### config.mk
export PLATFORM = sky130hd
export DESIGN_NAME = host_cmd_master
export DESIGN_NICKNAME = d
export VERILOG_FILES = /design/src/rtl/host_cmd_master.sv
export SDC_FILE = /design/constraint.sdc
export NUM_CORES = 1
export LEC_CHECK = 0
export ABC_CLOCK_PERIOD_IN_PS = 4000
export BUFFER_PORTS_ARGS = -buffer_cell sky130_fd_sc_hd__clkbuf_2
export CAP_MARGIN = 20
export CORE_MARGIN = 10
export CORE_UTILIZATION = 40
export CTS_CLUSTER_SIZE = 8
export DETAILED_ROUTE_END_ITERATION = 12
export PLACE_DENSITY = 0.68
export SYNTH_ARGS = -nofsm -noshare
export SYNTH_HDL_FRONTEND = slang
export SYNTH_SLANG_ARGS = --single-unit
### constraint.sdc
create_clock -name clk -period 4 [get_ports clk]
set_input_delay 0.2 -clock clk [delete_from_list [all_inputs] [get_ports clk]]
set_output_delay 0.2 -clock clk [all_outputs]
set_load 0.05 [all_outputs]
### src/rtl/host_cmd_master.sv
// host_cmd_master: host-side initiator for the 16-bit cmd_cfg command protocol.
// Sends a latched command as two UART bytes (high then low). It then collects
// either one response byte or ENTRIES dump bytes.
// Optional build macro: HCM_TIMEOUT_EN. When it is defined, each response byte
// wait is bounded to TIMEOUT cycles.
module host_cmd_master #(
    parameter int unsigned ENTRIES = 384,
    parameter int unsigned LOG2    = 9,
    parameter logic [19:0] TIMEOUT = 20'hFFFFF
) (
    input  logic            clk,
    input  logic            rst_n,
    input  logic [15:0]     cmd,
    input  logic            snd_cmd,
    output logic [7:0]      tx_data,
    output logic            trmt,
    input  logic            tx_done,
    input  logic [7:0]      rx_data,
    input  logic            rdy,
    output logic            clr_rdy,
    output logic [7:0]      resp,
    output logic            resp_vld,
    output logic [LOG2-1:0] dump_idx,
    output logic            busy,
    output logic            cmd_cmplt,
    output logic            nak,
    output logic            timeout
);

    typedef enum logic [2:0] {
        IDLE,
        TX_HI,
        WAIT_HI,
        TX_LO,
        WAIT_LO,
        RX,
        DONE
    } state_t;

    localparam logic [LOG2-1:0] LAST_IDX = LOG2'(ENTRIES - 1);

    state_t          state;
    logic [15:0]     cmd_q;
    logic [LOG2-1:0] byte_cnt;
    logic            is_dump;
    logic            take;

`ifdef HCM_TIMEOUT_EN
    logic [19:0]     tmo_cnt;
    logic            timeout_q;

    assign timeout = timeout_q;
`else
    assign timeout = 1'b0;
`endif

    assign is_dump = (cmd_q[15:14] == 2'b10);

    // rdy stays high until the receiver sees clr_rdy.
    // Skip the cycle in which clr_rdy is already out, so one byte is never taken twice.
    assign take = rdy && !clr_rdy;

    // Command FSM with registered outputs; all pulses default low each cycle
    always_ff @(posedge clk) begin
        if (!rst_n) begin
            state     <= IDLE;
            cmd_q     <= '0;
            byte_cnt  <= '0;
            tx_data   <= '0;
            trmt      <= 1'b0;
            clr_rdy   <= 1'b0;
            resp      <= '0;
            resp_vld  <= 1'b0;
            dump_idx  <= '0;
            busy      <= 1'b0;
            cmd_cmplt <= 1'b0;
            nak       <= 1'b0;
`ifdef HCM_TIMEOUT_EN
            tmo_cnt   <= '0;
            timeout_q <= 1'b0;
`endif
        end else begin
            trmt      <= 1'b0;
            clr_rdy   <= 1'b0;
            resp_vld  <= 1'b0;
            cmd_cmplt <= 1'b0;
            case (state)
                IDLE: begin
                    // busy drops one cycle after cmd_cmplt.
                    // A request arriving while it is still high is ignored.
                    busy <= 1'b0;
                    if (snd_cmd && !busy) begin
                        cmd_q   <= cmd;
                        nak     <= 1'b0;
`ifdef HCM_TIMEOUT_EN
                        timeout_q <= 1'b0;
`endif
                        busy    <= 1'b1;
                        // The high byte is launched on acceptance.
                        // trmt is therefore visible during TX_HI, one cycle after snd_cmd.
                        tx_data <= cmd[15:8];
                        trmt    <= 1'b1;
                        state   <= TX_HI;
                    end
                end
                TX_HI: begin
                    state <= WAIT_HI;
                end
                WAIT_HI: begin
                    if (tx_done) state <= TX_LO;
                end
                TX_LO: begin
                    tx_data <= cmd_q[7:0];
                    trmt    <= 1'b1;
                    state   <= WAIT_LO;
                end
                WAIT_LO: begin
                    if (tx_done) begin
                        byte_cnt <= '0;
`ifdef HCM_TIMEOUT_EN
                        tmo_cnt  <= '0;
`endif
                        state    <= RX;
                    end
                end
                RX: begin
                    if (take) begin
                        clr_rdy  <= 1'b1;
                        resp_vld <= 1'b1;
                        resp     <= rx_data;
                        dump_idx <= byte_cnt;
`ifdef HCM_TIMEOUT_EN
                        tmo_cnt  <= '0;
`endif
                        if (is_dump) begin
                            if (byte_cnt == LAST_IDX) state <= DONE;
                            else byte_cnt <= byte_cnt + LOG2'(1);
                        end else begin
                            nak   <= (rx_data == 8'hEE);
                            state <= DONE;
                        end
                    end
`ifdef HCM_TIMEOUT_EN
                    else if (tmo_cnt == TIMEOUT) begin
                        timeout_q <= 1'b1;
                        state     <= DONE;
                    end else begin
                        tmo_cnt <= tmo_cnt + 20'd1;
                    end
`endif
                end
                DONE: begin
                    cmd_cmplt <= 1'b1;
                    state     <= IDLE;
                end
                default: begin
                    state <= IDLE;
                end
            endcase
        end
    end

endmodule

==> results.json, run 1 <==
{
  "status": "finished clean",
  "crit_start": "state[0]",
  "grt_pass1_wl_um": 9400,
  "antenna_found_initial": 0,
  "routed_wl_um": 5590,
  "cts.sinks": 52,
  "cp.arrival_ns": 2.16,
  "critPathRequiredTime_ns": 4.20,
  "synth_edf_count": 0,
  "placed_area_um2": 2550,
  "cp-end-kind": "flip-flop",
  "crit_family": "simple AND/OR/NAND/NOR gates",
  "synth_top_area_frac": 0.463,
  "gp_congestion": 0.820,
  "die_w_um": 95.0,
  "cts_buffers": 5,
  "fin_skew_ns": 0.00874,
  "grt_pass1_vias": 1981,
  "grtUsageTotal": 0.126,
  "core.rowCount": 27,
  "via_count": 2027,
  "vdd_drop_max_mv": 0.208,
  "design_area_um2": 2640,
  "drcViolationCount": 0,
  "crit_buf_inv": 0,
  "area_growth_pct": 17.4,
  "max-cap-violations": 0,
  "cts_setup_buffers": 0,
  "crit_path_top_delay_cell": "dfxtp_1",
  "vias_per_cell": 5.09,
  "synthFlopType": "dfxtp_1",
  "hold_slack_ns": 0.0933,
  "slowest_delay_ns": 0.62,
  "ctsResizeCount": 0,
  "fin_crit_sh": 0.491,
  "maxSlewViolCount": 0,
  "hold_start": "cmd[7]",
  "fmax_mhz": 509,
  "synth_warnings": 0,
  "synthTopCellsByArea": "dfxtp_1 46%, nand2_1 13%, a21oi_1 6.7%",
  "crit_type": "reg2reg",
  "avgSynthCellArea_um2": 8.14,
  "tns_ns": 0,
  "die_area_um2": 9020,
  "yosysSeqAreaShare": 0.463,
  "clk_pin_slew_worst_paths_ns": 0.10,
  "cp.depth": 4,
  "syn_inst": 276,
  "worst_hold_path_type": "in2reg",
  "core_um2": 5470,
  "hold_violations": 0,
  "pin_count": 61,
  "grt_max_degree": 21,
  "cp-start-kind": "flip-flop",
  "synthesis.area_um2": 2250,
  "fillerInstances": 580,
  "place_hpwl_um": 4140,
  "io_buffers": 59,
  "power_density_nw_per_um2": 509,
  "grt_setup_unrepaired": "false",
  "diodes": 0,
  "ys_async_sr_fraction": 0,
  "yosys-top-cells-count": "78 x nand2_1, 52 x dfxtp_1, 30 x a21oi_1",
  "nNetsFinal": 355,
  "p_leak_nw": 1.01,
  "post_drt_wl_per_cell_um": 14.0,
  "gr-total-overflow": 0,
  "synth_cell_types": 47,
  "crit_fanout": 18,
  "htree_num_levels": 2,
  "yosys.area.top_type": "dfxtp_1",
  "synth.most_common_cell": "nand2_1",
  "min_period_ns": 1.96,
  "setup_viol": 0,
  "ys_ff_latch": 52,
  "path_cells": "nand3b_2 > nor2_2 > o22ai_1 > mux2i_1",
  "start_util": 0.411,
  "drtAntennaViolNets": 0,
  "drive_gt1_frac": 0.230,
  "drt_iter0_markers": 76,
  "fin_util": 0.482,
  "tightest_slew_ns": 0.834,
  "hold_depth": 3,
  "clk_latency_ns": 0.31,
  "ff2ff_path_depth": 4,
  "relSlewSlack": 0.440,
  "clockBufferDepth": 2,
  "fp.dieH_um": 95.0,
  "cts_tree": "yes",
  "r2r_start": "state[0]",
  "syn_nets": 306,
  "cts_root_buf": "clkbuf_8",
  "drt_first_pass_iters": 4,
  "hold_buffers": 0
}
[cell usage in the layout (no fill, tap or decap), drive strengths merged, types with 3 or more instances in the layout]
cell type	count
a21oi	30
clkbuf	65
inv	6
nor3	4
mux2i	5
nand2	78
nor2b	4
o21a	4
nor2	9
a31oi	12
o21ai	9
dfxtp	52
nand2b	3
nand3	6
[tightest hold or removal path, stage by stage]
cell and delay (ns):
clkbuf_2 0.08, nand2_1 0.04, a21oi_1 0.05
[stage by stage]
step | total power, W | setup slack [ns] | instances
after floorplan | 0.000976 | 2.34 | 276
after global placement | 0.00105 | 1.85 | 389
after detailed placement | 0.00105 | 1.93 | 390
after CTS | 0.00135 | 2.04 | 398
after global routing | 0.00143 | 1.88 | 398
final | 0.00134 | 2.04 | 398
[path summary, 6_finish.rpt]
path              slack (ns)  endpoint
setup / recovery        2.04       nak
hold reg to reg         0.46  cmd_q[1]
setup reg to reg        2.04       nak
hold / removal          0.09  cmd_q[7]
[state kept, by name, indices dropped and copies added (netlist names), 3 cells and up]
register	flops
byte_cnt	9
cmd_q	10
dump_idx	9
resp	8
state	3
tx_data	8
[final cells by class]
type	count	area, um2	share of cell area
repair buffers	60	310	0.118
flip-flops and latches	52	1040	0.395
inverters	6	22.5	0.00853
clock buffers	6	72.6	0.0275
clock inverters	2	16.3	0.00616
well taps	72	90.1	0.0341
multi-input cells	200	1090	0.412
[per-layer routing]
metal,share of wire,GRT usage,up-vias
met5,0,0,-
met4,0.0068,0.0262,0
met3,0.078,0.0500,6
met2,0.45,0.207,46
met1,0.47,0.153,922
li1,-,-,1053
[logic make-up after synthesis]
kind of cell	synth area share
buffers and inverters	0.0534
multiplexers	0.0223
adder cells (fa/ha/maj)	0.00557
other	0.00167
flip-flops	0.463
AND/OR/NAND/NOR	0.252
AO/OA/AOI/OAI	0.202
[where the power goes]
| part | switching, W | total (W) | internal (W) |
|---|---|---|---|
| logic | 0.000277 | 0.000399 | 0.000122 |
| registers | 0.0000595 | 0.000640 | 0.000580 |
| clock network | 0.000180 | 0.000305 | 0.000125 |
(Power assumes the default switching activity.)
==> run 2, diff against run 1 <==
--- a/config.mk
+++ b/config.mk
@@ -5,14 +5,14 @@
 export SDC_FILE = /design/constraint.sdc
 export NUM_CORES = 1
 export LEC_CHECK = 0
-export ABC_CLOCK_PERIOD_IN_PS = 4000
+export ABC_CLOCK_PERIOD_IN_PS = 1700
 export BUFFER_PORTS_ARGS = -buffer_cell sky130_fd_sc_hd__clkbuf_2
 export CAP_MARGIN = 20
 export CORE_MARGIN = 10
 export CORE_UTILIZATION = 40
 export CTS_CLUSTER_SIZE = 8
 export DETAILED_ROUTE_END_ITERATION = 12
-export PLACE_DENSITY = 0.68
+export PLACE_DENSITY = 0.7
 export SYNTH_ARGS = -nofsm -noshare
 export SYNTH_HDL_FRONTEND = slang
 export SYNTH_SLANG_ARGS = --single-unit
==> constraint.sdc (replaced) <==
create_clock -name clk -period 1.7 [get_ports clk]
set_input_delay 0.085 -clock clk [delete_from_list [all_inputs] [get_ports clk]]
set_output_delay 0.085 -clock clk [all_outputs]
set_load 0.05 [all_outputs]
==> run 2 against run 1 <==
Register-to-register slack worse by 2.0 ns; via count increased by 7.4%; clock skew decreased by 0.0056 ns; largest power group unchanged; highest routed layer unchanged.
==> results.json, run 2 (synthesis gave the netlist of run 1 again) <==
{
  "status": "finished clean",
  "fp.dieH_um": 95.0,
  "max-cap-violations": 0,
  "dr_wl_met2_um": 2710,
  "antenna_found_initial": 0,
  "clk_latency_ns": 0.30,
  "layout_common_cells": "78 x nand2_1, 59 x clkbuf_2, 50 x dfxtp_1",
  "cp.arrival_ns": 1.88,
  "crit_path_top_delay_cell": "or3_1",
  "wl_met3_um": 610,
  "cts_root_buf": "clkbuf_8",
  "start_util": 0.411,
  "pin_count": 61,
  "drtAntennaViolNets": 0,
  "routed_wl_um": 5830,
  "hold_violations": 0,
  "grt_pass1_wl_um": 9800,
  "place_hpwl_um": 4340,
  "reg_top3": "cmd_q (10), byte_cnt (9), dump_idx (9)",
  "cts_buffers": 5,
  "dp_cells": 410,
  "drcViolationCount": 0,
  "largest_register_ffs": 10,
  "die_area_um2": 9020,
  "die_w_um": 95.0,
  "slowest_delay_ns": 0.39,
  "wl_met1_um": 2510,
  "setup_viol": 0,
  "core.rowCount": 27,
  "drive_gt1_frac": 0.287,
  "grt_pass1_vias": 2209,
  "layout_commonest_cell": "nand2_1",
  "fin_skew_ns": 0.00312,
  "post_drt_wl_per_cell_um": 13.9,
  "maxSlewViolCount": 0,
  "htree_num_levels": 2,
  "io_buffers": 59,
  "path_cells": "ha_4 > nand3b_1 > or3_1 > a221oi_2 > mux2i_1",
  "core_um2": 5470,
  "p_seq_frac": 0.433,
  "fmax_mhz": 608,
  "placed_area_um2": 2690,
  "worst_hold_path_type": "in2reg",
  "top_register": "cmd_q",
  "grt_setup_unrepaired": "true",
  "crit_buf_inv": 0,
  "fin_crit_sh": 0.967,
  "drt_iter0_markers": 86,
  "fin_cells": 421,
  "p_int_w": 0.00218,
  "vdd_drop_max_mv": 0.576,
  "critPathRequiredTime_ns": 1.93,
  "power_w": 0.00339,
  "gp_congestion": 0.872,
  "fin_util": 0.520,
  "area_growth_pct": 26.7,
  "p_leak_nw": 1.14,
  "nNetsFinal": 378,
  "combPwrFrac": 0.317,
  "cts.sinks": 52,
  "crit_family": "simple AND/OR/NAND/NOR gates",
  "gr-total-overflow": 0,
  "grtUsageTotal": 0.130,
  "p_sw_frac": 0.357,
  "clk_pin_slew_worst_paths_ns": 0.09,
  "min_period_ns": 1.64,
  "drt_first_pass_iters": 4,
  "cp-end-kind": "flip-flop",
  "power_density_nw_per_um2": 1190,
  "switching_power_w": 0.00121,
  "routed.top_layer": "met4",
  "pwr-share-clk": 0.249,
  "clockBufferDepth": 2,
  "crit_type": "reg2reg",
  "via_count": 2178,
  "cts_tree": "yes",
  "design_area_um2": 2850,
  "vias_per_cell": 5.17,
  "diodes": 0,
  "crit_fanout": 5,
  "tns_ns": 0,
  "grt_max_degree": 24,
  "cp-start-kind": "flip-flop"
}
## run 2: power groups by stage
stage                     clock [W]  sequential (W)  combinational [W]
after CTS                  0.000865         0.00147            0.00108
after floorplan                   0         0.00171           0.000590
final                      0.000845         0.00147            0.00107
after detailed placement          0         0.00150            0.00107
after global placement            0         0.00150            0.00107
after global routing       0.000902         0.00149            0.00120
## run 2: what timing repair did
item / 4_1_cts / 5_1_grt
buffers inserted: 0 / 1
hold endpoints to repair: 2 / 0
hold buffers: 2 / 0
setup endpoints to repair: 0 / 3
resized for setup: 0 / 4
## run 2: layout make-up
type | count | area (um2)
clock buffers | 5 | 68.8
clock inverters | 3 | 42.5
fillers | 545 | 2630
inverters | 6 | 22.5
multi-input cells | 200 | 1100
flip-flops and latches | 52 | 1040
well taps | 72 | 90.1
repair buffers | 83 | 480
## run 2: per-stage QoR
| step | setup WS (ns) | hold WS (ns) |
|---|---|---|
| 2_1_floorplan | 0.0384 | 0.221 |
| 3_3_place_gp | 0.136 | 0.314 |
| 3_5_place_dp | 0.0876 | 0.316 |
| 4_1_cts | 0.0553 | 0.00100 |
| 5_1_grt | -0.0192 | 0.00900 |
| 6_report | 0.0557 | 0.000962 |
## run 2: path summary, 6_finish.rpt
path	from	end	slack, ns	depth (start not counted)
setup reg to reg	byte_cnt[1]	state[0]	0.06	5
hold / removal	cmd[7]	cmd_q[7]	0.001	3
hold reg to reg	cmd_q[0]	cmd_q[0]	0.45	2
setup / recovery	byte_cnt[1]	state[0]	0.06	5
## run 2: worst reg2reg max path: stages, from the launching register on
cell      delay (ns)
dfxtp_2         0.37
ha_4            0.16
nand3b_1        0.15
or3_1           0.39
a221oi_2        0.30
mux2i_1         0.21
## run 2: per-layer routing
| layer | track usage | up-vias |
|---|---|---|
| met5 | 0 | - |
| met4 | 0.0337 | 0 |
| met3 | 0.0484 | 2 |
| met2 | 0.212 | 76 |
| met1 | 0.157 | 995 |
| li1 | - | 1105 |
==> run 3, diff against run 2 <==
--- a/config.mk
+++ b/config.mk
@@ -8,11 +8,12 @@
 export ABC_CLOCK_PERIOD_IN_PS = 1700
 export BUFFER_PORTS_ARGS = -buffer_cell sky130_fd_sc_hd__clkbuf_2
 export CAP_MARGIN = 20
-export CORE_MARGIN = 10
-export CORE_UTILIZATION = 40
+export CELL_PAD_IN_SITES_DETAIL_PLACEMENT = 0
+export CELL_PAD_IN_SITES_GLOBAL_PLACEMENT = 1
+export CORE_UTILIZATION = 34
 export CTS_CLUSTER_SIZE = 8
 export DETAILED_ROUTE_END_ITERATION = 12
-export PLACE_DENSITY = 0.7
+export PLACE_DENSITY = 0.79
 export SYNTH_ARGS = -nofsm -noshare
 export SYNTH_HDL_FRONTEND = slang
 export SYNTH_SLANG_ARGS = --single-unit
==> run 3 against run 2 <==
The run now ends with negative hold slack left; via count increased by 0.96%; count of clock-buffer cells in the layout stayed put; core utilization shrank 6.2 points; routed wire length fell by 4.5%; first-iteration DRC count decreased by 4.7%; clock power fell by 18%; worst hold slack worse by 0.0067 ns; combinational power is 6% higher; register-to-register slack better by 0.04 ns; sequential power hardly changed; final cell count rose by 2.9%; die area down 23%.
==> results.json, run 3 (synthesis gave the netlist of run 1 again) <==
{
  "status": "complete, but fails checks",
  "failed_checks": "negative hold slack",
  "p_leak_nw": 1.16,
  "diodes": 0,
  "tns_ns": 0,
  "cp-end-kind": "flip-flop",
  "hold_start": "cmd[6]",
  "r2r_end": "state[0]",
  "drt_iter0_markers": 82,
  "io_buffers": 59,
  "cts_setup_buffers": 0,
  "ff2ff_path_depth": 5,
  "fin_crit_sh": 0.942,
  "post_drt_wl_per_cell_um": 12.9,
  "setup_slack_ns": 0.0993,
  "cp.arrival_ns": 1.84,
  "routed_wl_um": 5570,
  "grt_max_degree": 22,
  "nNetsFinal": 386,
  "vdd_drop_max_mv": 0.642,
  "pin_count": 61,
  "fp.dieH_um": 83.3,
  "start_util": 0.354,
  "drive_gt1_frac": 0.289,
  "clk_latency_ns": 0.31,
  "layout_commonest_cell": "nand2_1",
  "place_hpwl_um": 4080,
  "core.rowCount": 29,
  "hold_end": "cmd_q[6]",
  "antenna_found_initial": 0,
  "cts_tree": "yes",
  "worst_hold_path_type": "in2reg",
  "area_growth_pct": 29.4,
  "hold_slack_ns": -0.00574,
  "min_period_ns": 1.60,
  "cp-start-kind": "flip-flop",
  "r2r_start": "byte_cnt[1]",
  "hold_violations": 1,
  "die_area_um2": 6940,
  "critPathRequiredTime_ns": 1.94,
  "vias_per_cell": 5.08,
  "fin_skew_ns": 0.00720,
  "drtAntennaViolNets": 0,
  "crit_fanout": 5,
  "cts_buffers": 5,
  "die_w_um": 83.3,
  "clockBufferDepth": 2,
  "via_count": 2199,
  "dp_slack_ns": 0.0578,
  "hold_depth": 3,
  "reg_top3": "cmd_q (10), byte_cnt (9), dump_idx (9)",
  "core_um2": 6350,
  "top_register": "cmd_q",
  "worst-r2r-setup-slack_ns": 0.1,
  "layout_common_cells": "78 x nand2_1, 59 x clkbuf_2, 51 x dfxtp_1",
  "fmax_mhz": 625,
  "htree_num_levels": 2,
  "grt_setup_unrepaired": "false",
  "crit_type": "reg2reg",
  "drt_first_pass_iters": 4,
  "cts.sinks": 52,
  "clk_pin_slew_worst_paths_ns": 0.10,
  "largest_register_ffs": 10,
  "power_density_nw_per_um2": 1130,
  "grt_pass1_vias": 2088,
  "setup_viol": 0,
  "maxSlewViolCount": 0,
  "gp_congestion": 0.798,
  "drcViolationCount": 0,
  "grt_pass1_wl_um": 9370,
  "grtUsageTotal": 0.165,
  "gr-total-overflow": 0,
  "max-cap-violations": 0,
  "cts_root_buf": "clkbuf_8"
}
==> run 3: cell types whose count changed in the layout (fill, tap and decap cells not counted), sizes merged <==
| cell | previous run | this run |
|---|---|---|
| buf | 22 | 26 |
| bufinv | 1 | 0 |
| dlygate4sd3 | 2 | 6 |
==> run 3: worst max path at each step <==
stage,startpoint,to,slack [ns],depth (start not counted)
after CTS,byte_cnt[0],state[0],0.03,5
final,byte_cnt[1],state[0],0.1,5
after detailed placement,byte_cnt[0],state[0],0.06,5
after global placement,byte_cnt[0],state[0],0.15,5
after global routing,byte_cnt[1],state[0],0.004,5
after floorplan,busy,tx_data[7],0.04,5
==> run 3: timing repair <==
action                     in CTS  in global routing
setup endpoints to repair       0                  3
hold buffers                    5                  1
hold endpoints to repair        5                  1
gates resized for setup         0                  5
==> run 3: final cells by class <==
cell class | count | area, um2
sequential | 52 | 1040
tap | 77 | 96.3
inverter | 6 | 22.5
clock buffer | 5 | 68.8
timing repair buffer | 91 | 551
fill | 669 | 3440
clock inverter | 2 | 12.5
multi-input combinational | 200 | 1110
==> run 3: critical path, stage by stage, from the launching register on <==
cell and delay, ns:
dfxtp_1 0.38, ha_4 0.16, nand3b_1 0.13, or3_4 0.37, a221oi_4 0.29, mux2i_1 0.21
==> run 3: per-stage QoR <==
| stage | hold WS [ns] | total power, W | instances | instance area, um2 | util |
|---|---|---|---|---|---|
| after floorplan | 0.221 | 0.00230 | 276 | 2250 | - |
| after global placement | 0.317 | 0.00259 | 420 | 2740 | 0.431 |
| after detailed placement | 0.319 | 0.00260 | 420 | 2740 | 0.431 |
| after CTS | 0.000330 | 0.00330 | 432 | 2870 | 0.452 |
| after global routing | 0.00429 | 0.00348 | 433 | 2910 | 0.458 |
| final | -0.00574 | 0.00330 | 433 | 2910 | 0.458 |
==> run 3: per-layer routing <==
layer,share of wire,GRT usage,up-vias
met2,0.48,0.290,56
met3,0.057,0.0487,4
met5,0,0,-
li1,-,-,1116
met1,0.46,0.200,1023
met4,0.0074,0.0298,0
==> run 3: where the power goes <==
part           leakage [nW]  switching [W]  internal [W]  total, W
clock network        0.0400       0.000415      0.000280  0.000695
logic                 0.698       0.000715      0.000414   0.00113
registers             0.422       0.000107       0.00137   0.00147
